--- src/rtl/serial_tx.sv ---
// serial_tx: frame transmitter sending start bit 0, DW data bits LSB first, then stop bit 1, each held DIV clocks
//   C     - clock, rising edge
//   Rn    - synchronous active-low reset, priority over start
//   start - send request, sampled only in IDLE
//   data  - word captured on the accepting edge
//   TXD   - registered serial line, idle high
//   busy  - registered, high for the (DW+2)*DIV cycles of a frame
//   done  - registered one-cycle pulse on the edge that returns to IDLE
module serial_tx #(
  parameter int DW  = 8,
  parameter int DIV = 4
) (
  input  logic          C,
  input  logic          Rn,
  input  logic          start,
  input  logic [DW-1:0] data,
  output logic          TXD,
  output logic          busy,
  output logic          done
);
  localparam int CW = DIV > 1 ? $clog2(DIV) : 1;
  localparam int BW = DW > 1 ? $clog2(DW) : 1;
  typedef enum logic [1:0] {IDLE, START, DATA, STOP} state_t;
  state_t        r_state, w_state;
  logic [DW-1:0] r_shift, w_shift;
  logic [CW-1:0] r_div;
  logic [BW-1:0] r_bit;
  logic          w_tick, w_last, w_txd;
  assign w_tick = r_div == CW'(DIV - 1);
  assign w_last = r_bit == BW'(DW - 1);
  always_ff @(posedge C) begin
    if (!Rn) begin
      r_state <= IDLE;
      r_shift <= '0;
      r_div   <= '0;
      r_bit   <= '0;
      TXD     <= 1'b1;
      busy    <= 1'b0;
      done    <= 1'b0;
    end else begin
      r_state <= w_state;
      r_shift <= w_shift;
      r_div   <= (r_state == IDLE || w_tick) ? '0 : r_div + CW'(1);
      r_bit   <= r_state == START ? '0 : (r_state == DATA && w_tick) ? r_bit + BW'(1) : r_bit;
      TXD     <= w_txd;
      busy    <= w_state != IDLE;
      done    <= r_state == STOP && w_tick;
    end
  end
  always_comb begin
    w_state = r_state;
    w_shift = r_shift;
    case (r_state)
      IDLE:    w_state = start ? START : IDLE;
      START:   w_state = w_tick ? DATA : START;
      DATA:    w_state = (w_tick && w_last) ? STOP : DATA;
      default: w_state = w_tick ? IDLE : STOP;
    endcase
    w_shift = (r_state == IDLE && start) ? data : (r_state == DATA && w_tick) ? r_shift >> 1 : r_shift;
  end
  // line value for the cycle after this edge, derived from where the FSM is heading
  always_comb begin
    w_txd = (w_state == DATA) ? w_shift[0] : (w_state != START);
  end
endmodule

--- config.mk ---
export PLATFORM = sky130hd
export DESIGN_NAME = serial_tx
export DESIGN_NICKNAME = d
export VERILOG_FILES = /design/src/rtl/serial_tx.sv
export SDC_FILE = /design/constraint.sdc
export NUM_CORES = 1
export LEC_CHECK = 0
export CORE_UTILIZATION = 54
export CTS_CLUSTER_SIZE = 12
export DETAILED_ROUTE_END_ITERATION = 12
export PLACE_DENSITY_LB_ADDON = 0.3
export SYNTH_ARGS = -nofsm -noshare
export SYNTH_HDL_FRONTEND = slang
export SYNTH_SLANG_ARGS = --single-unit
--- constraint.sdc ---
create_clock -name C -period 2.55 [get_ports C]
set_input_delay 0.3825 -clock C [delete_from_list [all_inputs] [get_ports C]]
set_output_delay 0.3825 -clock C [all_outputs]
set_load 0.1 [all_outputs]
* Word-level counts from Yosys, hierarchy flattened
Cells that the tools add are included.
Cells by class: add/sub/neg operators 2, equal/unequal tests 7, multiplexer cells 8, bitwise operators 1, reductions and logical operators 10
Operators by type and width (number):
- 2-to-1 mux 8 bit | 2
- equality test 2 bit, second input constant | 4
- case mux 2 bit (3 select lines) | 1
- logical AND 1 bit | 4
- 2-to-1 mux 2 bit | 2
- nonzero test 2 bit | 2
- OR reduction 2 bit | 2
- adder 3 x 1 -> 3 bit, second input constant | 1
- equality test 3 bit, second input constant | 1
- 2-to-1 mux 1 bit | 3
- adder 2 x 1 -> 2 bit, second input constant | 1
- equality test 2 x 1 -> 1 bit, second input constant | 1
- logical NOT 2 bit | 1
- inequality test 2 x 1 -> 1 bit, second input constant | 1
- logical OR 1 bit | 1
- inverter 1 bit | 1
Storage, ports and cells: register bits after elaboration 18, input bits 11, output and inout bits 3, word-level logic and storage cells 36

* Logic depth before layout (Yosys ltp)
Gate-level depths: netlist of run 1.
word-level depth 6, mapped depth 5, mapped depth without buffers 5

* Worst setup path after synthesis of run 1
No wires, ideal clock.
path type input to register, from input start, to register r_shift[2], setup time 115 ps, data arrival time 1177 ps, required time 2435 ps, path slack 1258 ps, stages on the path 4, buffers on the path 1, cells stage by stage or3b_1 -> buf_6 -> o221a_1 -> o21a_1
On the way: cells in the longest elaborated chain, start to end 2, elaborated cells on any way between the ends 3, classes of those cells 1 x mux; 2 x reduce/logical
RTL lines:
- from (decl) | RTL line 15 | input logic start,
- logical AND 1 bit (*) | RTL line 59 | w_shift = (r_state == IDLE && start) ? data : (r_state == DATA && w_tick) ? r_shift >> 1 : r_shift;
- 2-to-1 mux 8 bit / nonzero test 2 bit (equally long branches)
- to (signal assigned) | RTL line 42 | r_shift <= w_shift;
- to (decl) | RTL line 25 | logic [DW-1:0] r_shift, w_shift;
Mark *: on every way between the ends. The rest lies on a longest branch, timed or not. A chain may end at the register's enable or synchronous reset.

* Worst setup path after layout of run 1
from register r_state[1], to register r_shift[3]
On the way: cells in the longest elaborated chain, start to end 3, elaborated cells on any way between the ends 6, classes of those cells 1 x eq/ne; 1 x mux; 4 x reduce/logical
RTL lines:
- from (decl) | RTL line 24 | state_t r_state, w_state;
- from (signal assigned) | RTL line 41 | r_state <= w_state;
- equality test 2 bit / logical NOT 2 bit (equally long branches) | RTL line 59
- logical AND 1 bit | RTL line 59
- nonzero test 2 bit (no line) / 2-to-1 mux 8 bit (equally long branches)
Several ways; a longest one is shown, not always the timed one.

==> flow_summary.toml, run 1 <==
[sta]
fin_hold_ws_ps = 441
clock.fmax_mhz = 592
rsz0062_at_grt = "no"
worstMarginPinSlew_ps = 573
timing.final.crit_share_pct = 66.3
finalSetupViolCount = 0
max_slew_margin_pct = 61.7
tns_ps = 0
hold_viol_final = 0
finClkSkew_ps = 4.35
post-route-min-period_ps = 1690
maxSlewViolCount = 0

[clock_tree]
htreeDepth = 1
cts_resized = 0
postCtsHoldBufs = 0
clk_pin_slew_ps = 110
cts.sinks = 18
post_cts_buffers = 0
root_buffer = "clkbuf_4"
cts_buffer_depth = 2
cts_tree = "built"
insertion_delay_ps = 290
numCtsBuffers = 3

[synth]
synthFlopType = "dfxtp_1"
synth_cell_types = 31
synthArstFlopShare_pct = 0
avgSynthCellArea_um2 = 8.91
synth-edff-count = 0
syn_nets = 107
yosysSeqAreaShare_pct = 43.5
synth_top_area_cell = "dfxtp_1"
ys_ff_latch = 18
yosys-top-cells-area = "dfxtp_1 (44%), a21oi_1 (5.4%), nand3_1 (5.4%), ha_1 (4.5%), o221a_1 (4.1%)"
syn_area_um2 = 828
ys_warn_count = 0
synthDominantCellAreaShare_pct = 43.5
synthCells = 93

[detailed_routing]
via_count = 762
first_iter_violations = 16
routedWlPerCell_um = 14.7
first_pass_iters = 4
drc = 0
via_per_inst = 6.35
ant_nets = 0
wirelength_um = 1770

[power_and_ir_drop]
p_per_area_nw_per_um2 = 575
p_sw_w = 0.000147
ir_worst_vdd_mv = 0.326
p_leak_nw = 0.389
seq_power_share_pct = 54.9
sw_frac_of_total_pct = 26.1
power_frac_clock_pct = 31.6
p_comb_share_pct = 13.5
p_int_w = 0.000416

[place]
gp_congestion = 0.787
io_buffers = 13
dp.final_hpwl_um = 1190
dpl_cell_area_um2 = 943
dp.cells = 116

[critical_path]
crit_type = "flop to flop"
r2r_cells = 4
timing.critical_path.from_type = "flop"
worstPathArrival_ps = 1890
reg2reg_from = "r_state[1]"
end_kind = "flop"
path_max_fanout = 13
startpoint = "r_state[1]"
required_ps = 2750

[outcome]
status = "finished, final reports clean"

[global_route]
grt_pass1_wl_um = 2650
antenna_found_initial = 0
grt_util_all_layers_pct = 24.8
grt_pass1_vias = 624
grt_overflow = 0
grt_max_degree = 18

[layout]
fin_cells = 120
area_delta_synth_final_pct = 18.3
design_area_um2 = 980
final_nets = 120
layout_common_cells = "dfxtp_1 (18), clkdlybuf4s50_1 (10), nand3_1 (9), a21oi_1 (9), nand2_1 (8)"
fillers = 107
n_antenna_cell = 0
drive_above_1_share_pct = 8.57
final_common_cell = "dfxtp_1"

[die]
io_pins = 14
rows = 13
initial_core_util_pct = 60.6
core_um2 = 1370
fp.dieH_um = 41.2
die_area_um2 = 1690
die_w_um = 41.2

[min_path]
worstHoldPathType = "flop to flop"
worstHoldStart = "r_div[0]"
hold_path_depth = 1

[flow_run]
drv_cap = 0
-- layout make-up --
type                       instances  area, um2  share of cell area, %
clock buffer                       4       36.3                   3.70
inverter                           3       11.3                   1.15
multi-input combinational         66        423                   43.2
sequential                        18        360                   36.8
tap                               15       18.8                   1.92
timing repair buffer              14        130                   13.3
-- kinds of logic (layout without fill, tap and decap cells) --
| group | Yosys count | in the layout | synth area share (%) |
|---|---|---|---|
| muxes | 1 | 1 | 1.21 |
| and+or+nand+nor | 32 | 32 | 19.8 |
| adders and majority gates | 3 | 3 | 4.53 |
| AOI/OAI and AO/OA | 29 | 29 | 24.5 |
| xor gates and xnor gates | 1 | 1 | 1.06 |
| buffers and inverters | 9 | 21 | 5.44 |
| DFF | 18 | 18 | 43.5 |
-- per-stage QoR --
step	util (%)	power [W]	setup WS [ps]
after floorplan	-	0.000364	1260
after global placement	69.0	0.000387	644
after detailed placement	69.0	0.000390	601
after CTS	71.7	0.000567	855
after global routing	71.7	0.000589	760
final	71.7	0.000563	860
-- power by group through the flow --
stage	Clock [W]	Sequential [W]	Combinational (W)
6_report	0.000178	0.000309	0.0000761
5_1_grt	0.000195	0.000311	0.0000833
4_1_cts	0.000182	0.000309	0.0000760
3_5_place_dp	0	0.000315	0.0000753
3_3_place_gp	0	0.000314	0.0000738
2_1_floorplan	0	0.000325	0.0000384
-- flip-flops by register name, summed over array words and instances, names as in the netlist --
register / cells
busy: 1
r_shift: 8
done: 1
r_div: 2
r_state: 2
r_bit: 3
TXD: 1
-- worst paths after layout --
check,endpoint,slack (ps)
worst min register to register,r_div[0],440
worst max-delay path,r_shift[3],860
worst min-delay path,r_div[0],440
worst max register to register,r_shift[3],860
-- layer usage --
layer | wire [um] | track usage [%] | part of all wire (%) | up-vias
met5 | 0 | 0 | 0 | -
met3 | 76 | 6.52 | 4.3 | 8
li1 | - | - | - | 372
met1 | 828 | 29.0 | 47 | 359
met2 | 802 | 39.1 | 45 | 23
met4 | 59 | 16.9 | 3.3 | 0
-- synth_stat cells, drive strengths merged (2+ instances only) --
cell type  count
a21oi          9
a31oi          5
a32oi          2
buf            4
clkbuf         2
dfxtp         18
ha             3
inv            2
nand2          8
nand3          9
nor2           6
nor2b          2
o21a           3
o21ai          2
o221a          4
-- worst max-delay path: stages, from the launching register on --
cell and delay (ps):
dfxtp_1 460, buf_4 250, or3b_1 500, o221a_1 290, o21a_1 100
Note: power is estimated with default switching activity, not from simulation.
==> run 2, diff against run 1 <==
--- a/config.mk
+++ b/config.mk
@@ -5,7 +5,7 @@
 export SDC_FILE = /design/constraint.sdc
 export NUM_CORES = 1
 export LEC_CHECK = 0
-export CORE_UTILIZATION = 54
+export CORE_UTILIZATION = 45
 export CTS_CLUSTER_SIZE = 12
 export DETAILED_ROUTE_END_ITERATION = 12
 export PLACE_DENSITY_LB_ADDON = 0.3
==> constraint.sdc (replaced) <==
create_clock -name C -period 1.5 [get_ports C]
set_input_delay 0.225 -clock C [delete_from_list [all_inputs] [get_ports C]]
set_output_delay 0.225 -clock C [all_outputs]
set_load 0.1 [all_outputs]
==> run 2 against run 1 <==
Clock skew decreased by 3.7 ps. Sequential cell count unchanged. Routed wire length decreased by 8.1%. First-iteration DRC count increased by 19%. Setup slack got worse by 750 ps. Critical path depth unchanged. Largest cell class unchanged.
==> flow_summary.toml, run 2 (synthesis results as in run 1) <==
[die]
die_area_um2 = 2020
die_w_um = 44.9
core_um2 = 1730
rows = 15
io_pins = 14
initial_core_util_pct = 48.0
fp.dieH_um = 44.9

[critical_path]
path_cells = "ha_1 -> nand3b_1 -> o221a_1 -> o21a_1"
ff2ff_setup_slack_ps = 110
cp_slowest_cell = "dfxtp_1"
critical-path-max-stage-delay_ps = 350
r2r_cells = 4
reg2reg_from = "r_div[0]"
end_kind = "flop"
required_ps = 1690
timing.critical_path.from_type = "flop"
worstPathArrival_ps = 1580
crit_type = "flop to flop"
r2r-end = "r_shift[4]"
path_max_fanout = 8

[sta]
tns_ps = 0
hold_viol_final = 0
finalSetupViolCount = 0
timing.final.crit_share_pct = 92.9
rsz0062_at_grt = "no"
post-route-min-period_ps = 1390
clock.fmax_mhz = 718
maxSlewViolCount = 0
max_slew_margin_pct = 76.9
worstMarginPinSlew_ps = 346
finClkSkew_ps = 0.656

[detailed_routing]
first_iter_violations = 19
ant_nets = 0
via_per_inst = 5.33
first_pass_iters = 4
routedWlPerCell_um = 11.7
wirelength_um = 1620
drc = 0
via_count = 741

[flow_run]
drv_cap = 0

[min_path]
hold_end = "r_div[0]"
worstHoldStart = "r_div[0]"
worstHoldPathType = "flop to flop"
hold_path_depth = 1

[power_and_ir_drop]
power_w = 0.000970
p_per_area_nw_per_um2 = 884
p_leak_nw = 0.446
ir_worst_vdd_mv = 0.657

[clock_tree]
clk_pin_slew_ps = 100
postCtsHoldBufs = 0
root_buffer = "clkbuf_4"
insertion_delay_ps = 280
cts_buffer_depth = 2
cts_resized = 0
cts.sinks = 18
numCtsBuffers = 3
post_cts_buffers = 0
cts_tree = "built"
htreeDepth = 1

[layout]
multi_input_area_um2 = 423
fillers = 149
seq_area_um2 = 360
regMostFlops = "r_shift"
layout_common_cells = "dfxtp_1 (18), clkdlybuf4s50_1 (10), buf_4 (10)"
post-route-util_pct = 63.6
drive_above_1_share_pct = 15.8
final_common_cell = "dfxtp_1"
area_delta_synth_final_pct = 32.5
final_nets = 129
fin_cells = 139
n_antenna_cell = 0
top_regs = "r_shift: 8 flops, r_bit: 3 flops"
largest_reg_flops = 8

[global_route]
grt_overflow = 0
use_met2_pct = 27.6
use_met3_pct = 2.40
grt_util_all_layers_pct = 18.7
grtUsageMet1_pct = 26.9
antenna_found_initial = 0
grt_pass1_wl_um = 2790
grt_max_degree = 18
grt_pass1_vias = 651
busiest_layer = "met2"

[place]
io_buffers = 13
dp.final_hpwl_um = 1240
dp.cells = 135
gp_congestion = 0.777

[outcome]
status = "finished, final reports clean"
run 2: layer usage:
metal / vias to the layer above / part of all wire [%]
met1: 339 / 49
met3: 2 / 3.5
met2: 12 / 47
li1: 388 / -
met5: - / 0
met4: 0 / 0.74
run 2: report_power, final:
part / switching, W / leakage (nW) / total [W] / internal (W)
logic: 0.0000783 / 0.277 / 0.000161 / 0.0000823
registers: 0.0000176 / 0.148 / 0.000520 / 0.000502
clock network: 0.000142 / 0.0210 / 0.000290 / 0.000148
total: 0.000238 / 0.446 / 0.000970 / 0.000732
run 2: cell type report:
class / instances / area share (%)
Timing Repair Buffer: 23 / 21.4
Tap cell: 25 / 2.85
Inverter: 3 / 1.03
Clock buffer: 4 / 3.31
Multi-Input combinational cell: 66 / 38.5
Sequential cell: 18 / 32.8
run 2: worst max path at each step:
stage | start | endpoint | slack, ps | cells past startpoint
after CTS | r_div[0] | r_shift[4] | 80 | 4
after global placement | start | r_shift[6] | -100 | 5
after global routing | r_div[0] | r_shift[3] | 0.9 | 4
final | r_div[0] | r_shift[4] | 110 | 4
after detailed placement | start | r_shift[6] | -160 | 5
after floorplan | r_state[0] | r_shift[2] | 220 | 4
run 2: critical path, delay by kind of cell (launching register included):
kind	cells	cell delay [ps]
fa+ha+maj	1	250
compound gates	2	420
flops	1	350
simple gates	1	280
run 2: per-stage QoR:
stage	worst slack, ps	area (um2)	hold slack (ps)
finish	106	1100	440
global route	0.877	1100	460
CTS	79.7	1100	446
detailed placement	-162	1060	429
floorplan	216	828	361
global placement	-104	1060	418
==> run 3, diff against run 2 <==
--- a/config.mk
+++ b/config.mk
@@ -5,6 +5,7 @@
 export SDC_FILE = /design/constraint.sdc
 export NUM_CORES = 1
 export LEC_CHECK = 0
+export ABC_CLOCK_PERIOD_IN_PS = 1500
 export CORE_UTILIZATION = 45
 export CTS_CLUSTER_SIZE = 12
 export DETAILED_ROUTE_END_ITERATION = 12
==> results of run 3 <==
Same layout as run 2: the final DEF is identical, and so are final timing and power.
